**src/rtl/jtframe_edge_ff_if.sv**
```systemverilog
// rtl/jtframe_edge_ff_if.sv - trigger/clear/set inputs and flag outputs of the jtframe_edge_ff bank
interface jtframe_edge_ff_if #(
  parameter int W = 1
);
  logic         cen;
  logic [W-1:0] sigedge;
  logic [W-1:0] din;
  logic [W-1:0] clr;
  logic [W-1:0] set;
  logic [W-1:0] q;
  logic [W-1:0] qn;

  modport master (
    output cen, sigedge, din, clr, set,
    input  q, qn
  );

  modport slave (
    input  cen, sigedge, din, clr, set,
    output q, qn
  );
endinterface

```
**src/rtl/jtframe_edge_ff.sv**
```systemverilog
// rtl/jtframe_edge_ff.sv - bank of W edge-triggered flags with synchronous clear/set (6809 interrupt latch)
// Define JTFRAME_EDGE_FF_SYNC_EN to pass sigedge through a 2-flop synchronizer before edge detection.
module jtframe_edge_ff #(
  parameter int W = 1
) (
  input  logic               clk,
  input  logic               rst_n,
  jtframe_edge_ff_if.slave   bus
);

  logic [W-1:0] sig_w;
  logic [W-1:0] edge_w;
  logic [W-1:0] last_q;
  logic [W-1:0] q_q, q_d;
  logic [W-1:0] qn_q, qn_d;

`ifdef JTFRAME_EDGE_FF_SYNC_EN
  logic [W-1:0] sync1_q;
  logic [W-1:0] sync2_q;

  always_ff @(posedge clk or negedge rst_n) begin
    if (!rst_n) begin
      sync1_q <= '0;
      sync2_q <= '0;
    end else begin
      sync1_q <= bus.sigedge;
      sync2_q <= sync1_q;
    end
  end

  assign sig_w = sync2_q;
`else
  assign sig_w = bus.sigedge;
`endif

  assign edge_w = sig_w & ~last_q;

  // clr beats set beats edge; cen only gates the flag, never the edge history
  always_comb begin
    q_d = q_q;
    if (bus.cen) begin
      for (int i = 0; i < W; i++) begin
        if (bus.clr[i])
          q_d[i] = 1'b0;
        else if (bus.set[i])
          q_d[i] = 1'b1;
        else if (edge_w[i])
          q_d[i] = bus.din[i];
      end
    end
    qn_d = ~q_d;
  end

  always_ff @(posedge clk or negedge rst_n) begin
    if (!rst_n) begin
      last_q <= '0;
      q_q    <= '0;
      qn_q   <= '1;
    end else begin
      last_q <= sig_w;
      q_q    <= q_d;
      qn_q   <= qn_d;
    end
  end

  assign bus.q  = q_q;
  assign bus.qn = qn_q;

endmodule

```
**src/flat_wrapper.sv**
```systemverilog
// flat-port wrapper written by rule: the top's interface ports become plain ports
module jtframe_edge_ff_flat 
#(
  parameter int W = 1
)
  (clk, rst_n, bus_cen, bus_sigedge, bus_din, bus_clr, bus_set, bus_q, bus_qn);
  jtframe_edge_ff_if #(.W(W)) bus_i ();
  input  logic clk;
  input  logic rst_n;
  input wire logic [$bits(bus_i.cen)-1:0] bus_cen;
  input wire logic [$bits(bus_i.sigedge)-1:0] bus_sigedge;
  input wire logic [$bits(bus_i.din)-1:0] bus_din;
  input wire logic [$bits(bus_i.clr)-1:0] bus_clr;
  input wire logic [$bits(bus_i.set)-1:0] bus_set;
  output wire logic [$bits(bus_i.q)-1:0] bus_q;
  output wire logic [$bits(bus_i.qn)-1:0] bus_qn;
  assign bus_i.cen = bus_cen;
  assign bus_i.sigedge = bus_sigedge;
  assign bus_i.din = bus_din;
  assign bus_i.clr = bus_clr;
  assign bus_i.set = bus_set;
  assign bus_q = bus_i.q;
  assign bus_qn = bus_i.qn;
  jtframe_edge_ff #(.W(W)) u_core (.clk(clk), .rst_n(rst_n), .bus(bus_i));
endmodule
```
**config.mk**
```make
export PLATFORM = sky130hd
export DESIGN_NAME = jtframe_edge_ff_flat
export DESIGN_NICKNAME = d
export VERILOG_FILES = /design/src/rtl/jtframe_edge_ff_if.sv /design/src/rtl/jtframe_edge_ff.sv /design/src/flat_wrapper.sv
export SDC_FILE = /design/constraint.sdc
export NUM_CORES = 1
export LEC_CHECK = 0
export CAP_MARGIN = 0
export CELL_PAD_IN_SITES_DETAIL_PLACEMENT = 0
export CELL_PAD_IN_SITES_GLOBAL_PLACEMENT = 1
export CORE_AREA = 4 4 41 43
export DETAILED_ROUTE_END_ITERATION = 7
export DIE_AREA = 0 0 45 47
export PLACE_DENSITY_LB_ADDON = 0.1
export SLEW_MARGIN = 40
export SYNTH_ARGS = -nofsm -noshare
export SYNTH_HDL_FRONTEND = slang
export SYNTH_SLANG_ARGS = --single-unit
```
**constraint.sdc**
```tcl
create_clock -name clk -period 1.5 [get_ports clk]
set_clock_uncertainty 0.2 [all_clocks]
set_input_delay 0.3 -clock clk [delete_from_list [all_inputs] [get_ports clk]]
set_output_delay 0.3 -clock clk [all_outputs]
set_load 0.01 [all_outputs]
```
Yosys cells after proc, flatten, opt, wreduce, memory -nomap -nowiden
Index checks and enable logic that the tools add are counted.
{ "word_totals": {"output_inout_bits": 2, "in_bits": 7, "wordCells": 10, "regBits": 3} }
{ "op_classes": {"n_mux": 4, "n_bitwise": 3} }
{ "ops": {"columns": ["op", "n"], "rows": [
  ["$mux W1", 4],
  ["$not A1 Y1", 2],
  ["$and A1 B1 Y1", 1]
]} }

Logic depth before layout (Yosys ltp)
Gate-level depths: netlist of the first run.
{ "logic_depth": {"ltp_word": 7, "mapped_depth": 3, "ltp_nobuf": 3} }

Worst setup path before layout of the first run
No wires, ideal clock.
{ "synth_path": {"path_type": "register to register", "start": "reg u_core.last_q", "end": "reg with a tool-made name", "setup_ns": 0.119, "n_path_buf": 0, "setup_slack_ns": 0.247, "stages_incl_launch_ff": 4, "required_time_ns": 1.181, "period_less_slack_ns": 1.253, "arrival_ns": 0.934, "path_cell_list": "dfrtp_1 nor2b_4 mux2_4 o21a_1"} }
{ "synth_lines": {"columns": ["element", "line", "source"], "rows": [
  ["from (decl)", "jtframe_edge_ff.sv:13", "logic [W-1:0] last_q;"],
  ["from (signal assigned)", "jtframe_edge_ff.sv:60", "last_q <= sig_w;"]
]} }

==> results of run 1 <==
metal layers:
| metal | vias up | routed length (microns) |
|---|---|---|
| met2 | 5 | 177 |
| met5 | - | 0 |
| li1 | 61 | - |
| met3 | 0 | 40 |
| met4 | 0 | 0 |
| met1 | 48 | 114 |
cells in the mapped netlist:
cell type / instances
dfrtp_1: 2
a21oi_1: 1
dfstp_2: 1
mux2_4: 1
nand2b_1: 1
nor2_1: 1
nor2b_4: 1
o21a_1: 1
o21ai_1: 1
cell families (layout without fill, tap and decap cells):
group,Yosys count,in the layout,share of synthesized area
buffers and inverters,0,14,0
flip-flops,3,3,0.576
multiplexers,1,1,0.113
AND/OR/NAND/NOR,3,3,0.179
AO/OA/AOI/OAI,3,3,0.132
through the flow:
step / std cells / worst slack (ps) / instance area, sq um
after floorplan: 10 / 247 / 133
after global placement: 35 / -220 / 246
after detailed placement: 35 / -212 / 246
after CTS: 39 / 18.7 / 272
after global routing: 39 / 51.8 / 269
final: 39 / 94.6 / 269
power by group through the flow:
stage / clock network (uW) / registers, uW / logic, uW
floorplan: 0 / 101 / 17.3
finish: 143 / 96.2 / 51.9
global placement: 0 / 97.7 / 59.5
global route: 162 / 97.6 / 56.6
detailed placement: 0 / 97.8 / 59.0
CTS: 153 / 96.6 / 55.3
cell type report:
cell class	instances	area share
Timing Repair Buffer	10	0.340
Tap cell	15	0.0698
Clock buffer	4	0.0977
Multi-Input combinational cell	7	0.209
Sequential cell	3	0.284
worst min-delay path by stage:
stage               slack, ps             to  cells past startpoint
floorplan                -200      async pin                      0
global placement          290  u_core.last_q                      1
detailed placement        300  u_core.last_q                      1
CTS                        40  u_core.last_q                      1
global route               50      async pin                      1
finish                     50  u_core.last_q                      1
==> flow_metrics.tcl, run 1 <==
set metrics [dict create \
    status "finished clean" \
    synth_warnings 0 \
    holdWs_ps 46.4 \
    htree_levels 1 \
    cts.sinks 3 \
    met1_usage 0.0389 \
    multi_input_area_sq_um 56.3 \
    grt_pass1_wl_microns 558 \
    critPathBufInv 1 \
    ir_worst_vdd_mv 0.423 \
    internal-power_uw 226 \
    rr_startpoint "u_core.last_q" \
    layout-drive-gt1-share 0.375 \
    cp_slowest_cell "dfrtp_1" \
    switchingPower_uw 65.2 \
    grt_use_met3 0.0728 \
    crit_chain "dlygate4sd2_1" \
    critical_path.max_fanout 3 \
    end_kind "primary output" \
    rrSetupSlack_ps 220 \
    start_util 0.102 \
    antenna_found_initial 0 \
    ys_seq_area_frac 0.575 \
    clk_pin_slew_ps 40 \
    synth_seq_cells 3 \
    ctsRootBufferMaster "clkbuf_4" \
    cts_buffers 3 \
    setup_violations 0 \
    ant_nets 0 \
    fin_crit_sh 0.937 \
    drc 0 \
    fmax_mhz 712 \
    synth_area_sq_um 133 \
    ctsResizeCount 3 \
    n_fill_cell 159 \
    cap_viol_max_count 0 \
    drt-initial-drc-count 3 \
    die-area_sq_um 2120 \
    worstSetupPathType "reg2out" \
    met2_usage 0.0452 \
    power.leakage_uw 0.000125 \
    min_path_type "in2async" \
    synth.largest_area_cell "dfrtp_1" \
    ios 9 \
    insertion_delay_ps 240 \
    grt_usage 0.0507 \
    totalWireLength_microns 332 \
    drt-wirelength-per-cell_microns 8.51 \
    worst_pin_slew_ps 166 \
    vias 114 \
    startpoint_type "flip-flop" \
    grt-ovfl-total 0 \
    top_usage_layer "met3" \
    hold_viol 0 \
    slew_violations 0 \
    crit_arrival_ps 910 \
    total_power_uw 291 \
    setup_tns_ps 0 \
    final_core_util 0.207 \
    viasPerCell 2.92 \
    gp_congestion 0.560 \
    clkPwrFrac 0.491 \
    core_sq_um 1300 \
    critPathTopFamily "flip-flops" \
    layout.nets 32 \
    reg2reg_depth 3 \
    crit_required_ps 1000 \
    pwr-share-comb 0.178 \
    postCtsSetupBuffers 0 \
    drtPass1Iterations 2 \
    die_w_microns 45 \
    syn2layout_area_growth_pct 103 \
    rows 13 \
    grt_setup_unrepaired "false" \
    synth_cell_type_count 9 \
    relSlewSlack 0.889 \
    mostFrequentLayoutCells "clkdlybuf4s50_1, clkbuf_4, dfrtp_1, buf_4" \
    cts_buffer_depth 2 \
    post-route-min-period_ps 1410 \
    syn-mean-instance-area_sq_um 13.3 \
    cts_hold_buf 0 \
    grt_pass1_vias 134 \
    layout_commonest_cell "clkdlybuf4s50_1" \
    switching_share 0.224 \
    grt_max_degree 4 \
    seqPwrFrac 0.331 \
    cts_tree "done" \
    crit_cells 1 \
    diodes 0 \
    power_density_nw_per_um2 1080 \
    synth_fp_nets 17 \
    syn_inst 10 \
    yosysTopAreaCellShare 0.377 \
    synth.area.top_cells "dfrtp_1, dfstp_2, mux2_4" \
    register_area_sq_um 76.3 \
    fp.dieH_microns 47 \
    crit_end "bus_q" \
    crit_path_max_incr_delay_ps 380 \
    numPortBuffers 8 \
]
(Power assumes the default switching activity.)
==> run 2: changes to the inputs <==
CELL_PAD_IN_SITES_DETAIL_PLACEMENT = 2   (was 0)
CELL_PAD_IN_SITES_GLOBAL_PLACEMENT = 2   (was 1)
==> flow_metrics.tcl, run 2 (synthesis results as in run 1) <==
set metrics [dict create \
    layout.nets 32 \
    min_path_type "in2async" \
    cts_buffers 3 \
    crit_chain "dlygate4sd2_1" \
    fin_cells 39 \
    ctsRootBufferMaster "clkbuf_4" \
    critPathBufInv 1 \
    grt_max_degree 4 \
    power_density_nw_per_um2 1100 \
    fin_crit_sh 0.941 \
    crit_path_max_incr_delay_ps 380 \
    hpwl_microns 337 \
    insertion_delay_ps 240 \
    n_fill_cell 152 \
    slew_violations 0 \
    layout-drive-gt1-share 0.375 \
    cts_tree "done" \
    start_util 0.102 \
    ant_nets 0 \
    cts_buffer_depth 2 \
    grt_pass1_vias 151 \
    total_power_uw 295 \
    reg2reg_depth 3 \
    cap_viol_max_count 0 \
    numPortBuffers 8 \
    drc 0 \
    dp.cells 35 \
    hold_viol 0 \
    crit_required_ps 1000 \
    crit_cells 1 \
    totalWireLength_microns 403 \
    power.leakage_uw 0.000125 \
    ir_worst_vdd_mv 0.329 \
    post-route-min-period_ps 1410 \
    drt-wirelength-per-cell_microns 10.3 \
    fp.dieH_microns 47 \
    cp_slowest_cell "dfrtp_1" \
    grt_setup_unrepaired "false" \
    setup_violations 0 \
    fmax_mhz 709 \
    drt-initial-drc-count 0 \
    cts.sinks 3 \
    crit_arrival_ps 910 \
    critical_path.max_fanout 3 \
    startpoint_type "flip-flop" \
    crit_end "bus_q" \
    relSlewSlack 0.874 \
    wl_met3_microns 40 \
    diodes 0 \
    grt_usage 0.0586 \
    grt-ovfl-total 0 \
    mostFrequentLayoutCells "clkdlybuf4s50_1, clkbuf_4, dfrtp_1, buf_4" \
    cts_hold_buf 0 \
    end_kind "primary output" \
    core_sq_um 1300 \
    drt-met1-wl_microns 162 \
    gp_congestion 0.577 \
    topRoutingLayerUsed "met4" \
    antenna_found_initial 0 \
    clk_pin_slew_ps 40 \
    worstSetupPathType "reg2out" \
    rr_startpoint "u_core.last_q" \
    postCtsSetupBuffers 0 \
    drtPass1Iterations 1 \
    htree_levels 1 \
    syn2layout_area_growth_pct 103 \
    layout_commonest_cell "clkdlybuf4s50_1" \
    vias 131 \
    worst_pin_slew_ps 189 \
    grt_pass1_wl_microns 703 \
    ios 9 \
    critPathTopFamily "flip-flops" \
    viasPerCell 3.36 \
    rows 13 \
    die-area_sq_um 2120 \
    holdWs_ps 49.7 \
    status "finished clean" \
    rrSetupSlack_ps 210 \
    met2_length_microns 186 \
    die_w_microns 45 \
]
==> run 2: worst min path at each step <==
| stage | startpoint | end | slack (ps) | cells past startpoint |
|---|---|---|---|---|
| floorplan | rst_n | async pin | -200 | 0 |
| finish | rst_n | async pin | 50 | 1 |
| global route | rst_n | async pin | 40 | 1 |
| detailed placement | rst_n | async pin | 300 | 1 |
| CTS | rst_n | async pin | 40 | 1 |
| global placement | rst_n | async pin | 300 | 1 |
==> run 2: routing by layer <==
metal | track usage | vias up
met3 | 0.0575 | 2
met2 | 0.0593 | 8
li1 | - | 63
met4 | 0.0702 | 0
met1 | 0.0595 | 58
met5 | 0 | -
==> run 2: what timing repair did <==
action                                  CTS  global route
pin swaps                                 0             0
endpoints found under the setup margin    2             2
gates resized for setup                   3             2
==> run 2: report_power, final <==
part	internal [uW]	switching, uW	total, uW
clock network	100	46.1	146
registers	92.0	4.50	96.5
logic	34.1	18.8	52.9
==> run 2: layout make-up <==
cell class              count  area [sq um]  area share
well taps                  15          18.8      0.0698
repair buffers             10          91.3       0.340
clock buffers               4          26.3      0.0977
flip-flops and latches      3          76.3       0.284
multi-input cells           7          56.3       0.209
==> run 2: per-stage QoR <==
step,cell area (sq um),util,setup WS [ps],TNS (ps)
after floorplan,133,-,247,0
after detailed placement,246,0.189,-239,-418
after global routing,269,0.207,47.1,0
after CTS,272,0.209,5.49,0
after global placement,246,0.189,-229,-413
final,269,0.207,88.6,0
==> run 3: changes to the inputs <==
clock period = 1.7 ns   (was 1.5 ns; I/O delays follow)
==> flow_metrics.tcl, run 3 (synthesis results as in run 1) <==
set metrics [dict create \
    cap_viol_max_count 0 \
    fp.dieH_microns 47 \
    antenna_found_initial 0 \
    post-route-min-period_ps 1530 \
    final_core_util 0.211 \
    cts.sinks 3 \
    startpoint_type "input pin" \
    grt_setup_unrepaired "false" \
    drt-wirelength-per-cell_microns 8.59 \
    layout_commonest_cell "clkdlybuf4s50_1" \
    fmax_mhz 653 \
    crit_chain "clkdlybuf4s50_1, nor2b_4, mux2_4, o21a_1" \
    end_kind "flip-flop" \
    viasPerCell 3.33 \
    setup_ws_ps 168 \
    crit_required_ps 1620 \
    reg2reg_depth 3 \
    power_density_nw_per_um2 932 \
    critical_path.max_fanout 2 \
    drtPass1Iterations 1 \
    grt_max_degree 4 \
    htree_levels 1 \
    critPathBufInv 1 \
    layout.nets 32 \
    setup_violations 0 \
    clkPwrFrac 0.478 \
    layout-drive-gt1-share 0.333 \
    drt-initial-drc-count 0 \
    syn2layout_area_growth_pct 107 \
    cts_tree "done" \
    postCtsSetupBuffers 0 \
    worstSetupPathType "in2reg" \
    cts_buffers 3 \
    cts_buffer_depth 2 \
    rr_startpoint "u_core.last_q" \
    total_power_uw 255 \
    die_w_microns 45 \
    switching_share 0.211 \
    gp_congestion 0.559 \
    die-area_sq_um 2120 \
    ctsRootBufferMaster "clkbuf_4" \
    ios 9 \
    core_sq_um 1300 \
    fin_crit_sh 0.901 \
    hold_viol 0 \
    grt-ovfl-total 0 \
    internal-power_uw 202 \
    crit_arrival_ps 1450 \
    worst_pin_slew_ps 162 \
    drc 0 \
    mostFrequentLayoutCells "clkdlybuf4s50_1, clkbuf_4, dfrtp_1, buf_4" \
    cp_slowest_cell "clkdlybuf4s50_1" \
    grt_pass1_wl_microns 579 \
    min_path_type "in2async" \
    clk_pin_slew_ps 30 \
    totalWireLength_microns 335 \
    slew_violations 0 \
    rrSetupSlack_ps 420 \
    crit_path_max_incr_delay_ps 490 \
    status "finished clean" \
    ant_nets 0 \
    grt_usage 0.0467 \
    insertion_delay_ps 230 \
    vias 130 \
    switchingPower_uw 53.9 \
    power.leakage_uw 0.000126 \
    pwr-share-comb 0.191 \
    rows 13 \
    numPortBuffers 8 \
    start_util 0.102 \
    dpl_worst_slack_ps -67.2 \
    relSlewSlack 0.892 \
    grt_pass1_vias 150 \
    seqPwrFrac 0.332 \
    critPathTopFamily "buffers and inverters" \
    ir_worst_vdd_mv 0.306 \
    diodes 0 \
    cts_hold_buf 0 \
]
-- run 3: cell types whose count changed in the layout (fill, tap and decap cells not counted) --
cell and change:
clkbuf_2 -1, clkdlybuf4s50_1 +1
-- run 3: timing repair --
action	CTS	global route
pin swaps	0	0
setup endpoints to repair	1	1
gates resized for setup	1	1
-- run 3: power by group through the flow --
stage               clock network [uW]  logic (uW)  registers, uW
floorplan                            0        15.3           89.0
global placement                     0        52.8           86.5
detailed placement                   0        52.5           86.3
CTS                                130        50.7           85.3
global route                       139        53.4           85.8
finish                             122        48.7           84.8
-- run 3: final cells by class --
cell class / count / area (sq um)
fill: 150 / 1030
tap: 15 / 18.8
timing repair buffer: 10 / 96.3
multi-input combinational: 7 / 56.3
clock buffer: 4 / 26.3
sequential: 3 / 76.3
-- run 3: worst max path at each step --
| stage | startpoint | cells after the start | end | slack, ps |
|---|---|---|---|---|
| 2_1_floorplan | u_core.last_q | 3 | flip-flop | 450 |
| 6_report | bus_sigedge | 4 | flip-flop | 170 |
| 3_3_place_gp | bus_sigedge | 4 | flip-flop | -70 |
| 4_1_cts | flip-flop | 1 | bus_q | 9 |
| 3_5_place_dp | bus_sigedge | 4 | flip-flop | -70 |
| 5_1_grt | bus_sigedge | 4 | flip-flop | 140 |
-- run 3: routing by layer --
metal,wire (microns),share of wire,global-route usage,vias up
li1,-,-,-,62
met1,130,0.39,0.0411,64
met2,188,0.56,0.0480,4
met3,17,0.051,0.0345,0
met4,0,0,0.0877,0
met5,0,0,0,-
-- run 3: worst register-to-register path, delay by kind of cell (launching register included) --
kind            cells  cell delay (ps)
flops               1              390
mux                 1              310
compound gates      1              160
simple gates        1              110
-- run 3: per-stage QoR --
stage	setup TNS, ps	instances	instance area (sq um)	hold slack (ps)
after floorplan	0	10	133	-156
after CTS	0	39	272	90.7
after global routing	0	39	274	85.2
after global placement	-74.9	35	246	336
final	0	39	274	96.2
after detailed placement	-67.2	35	246	341
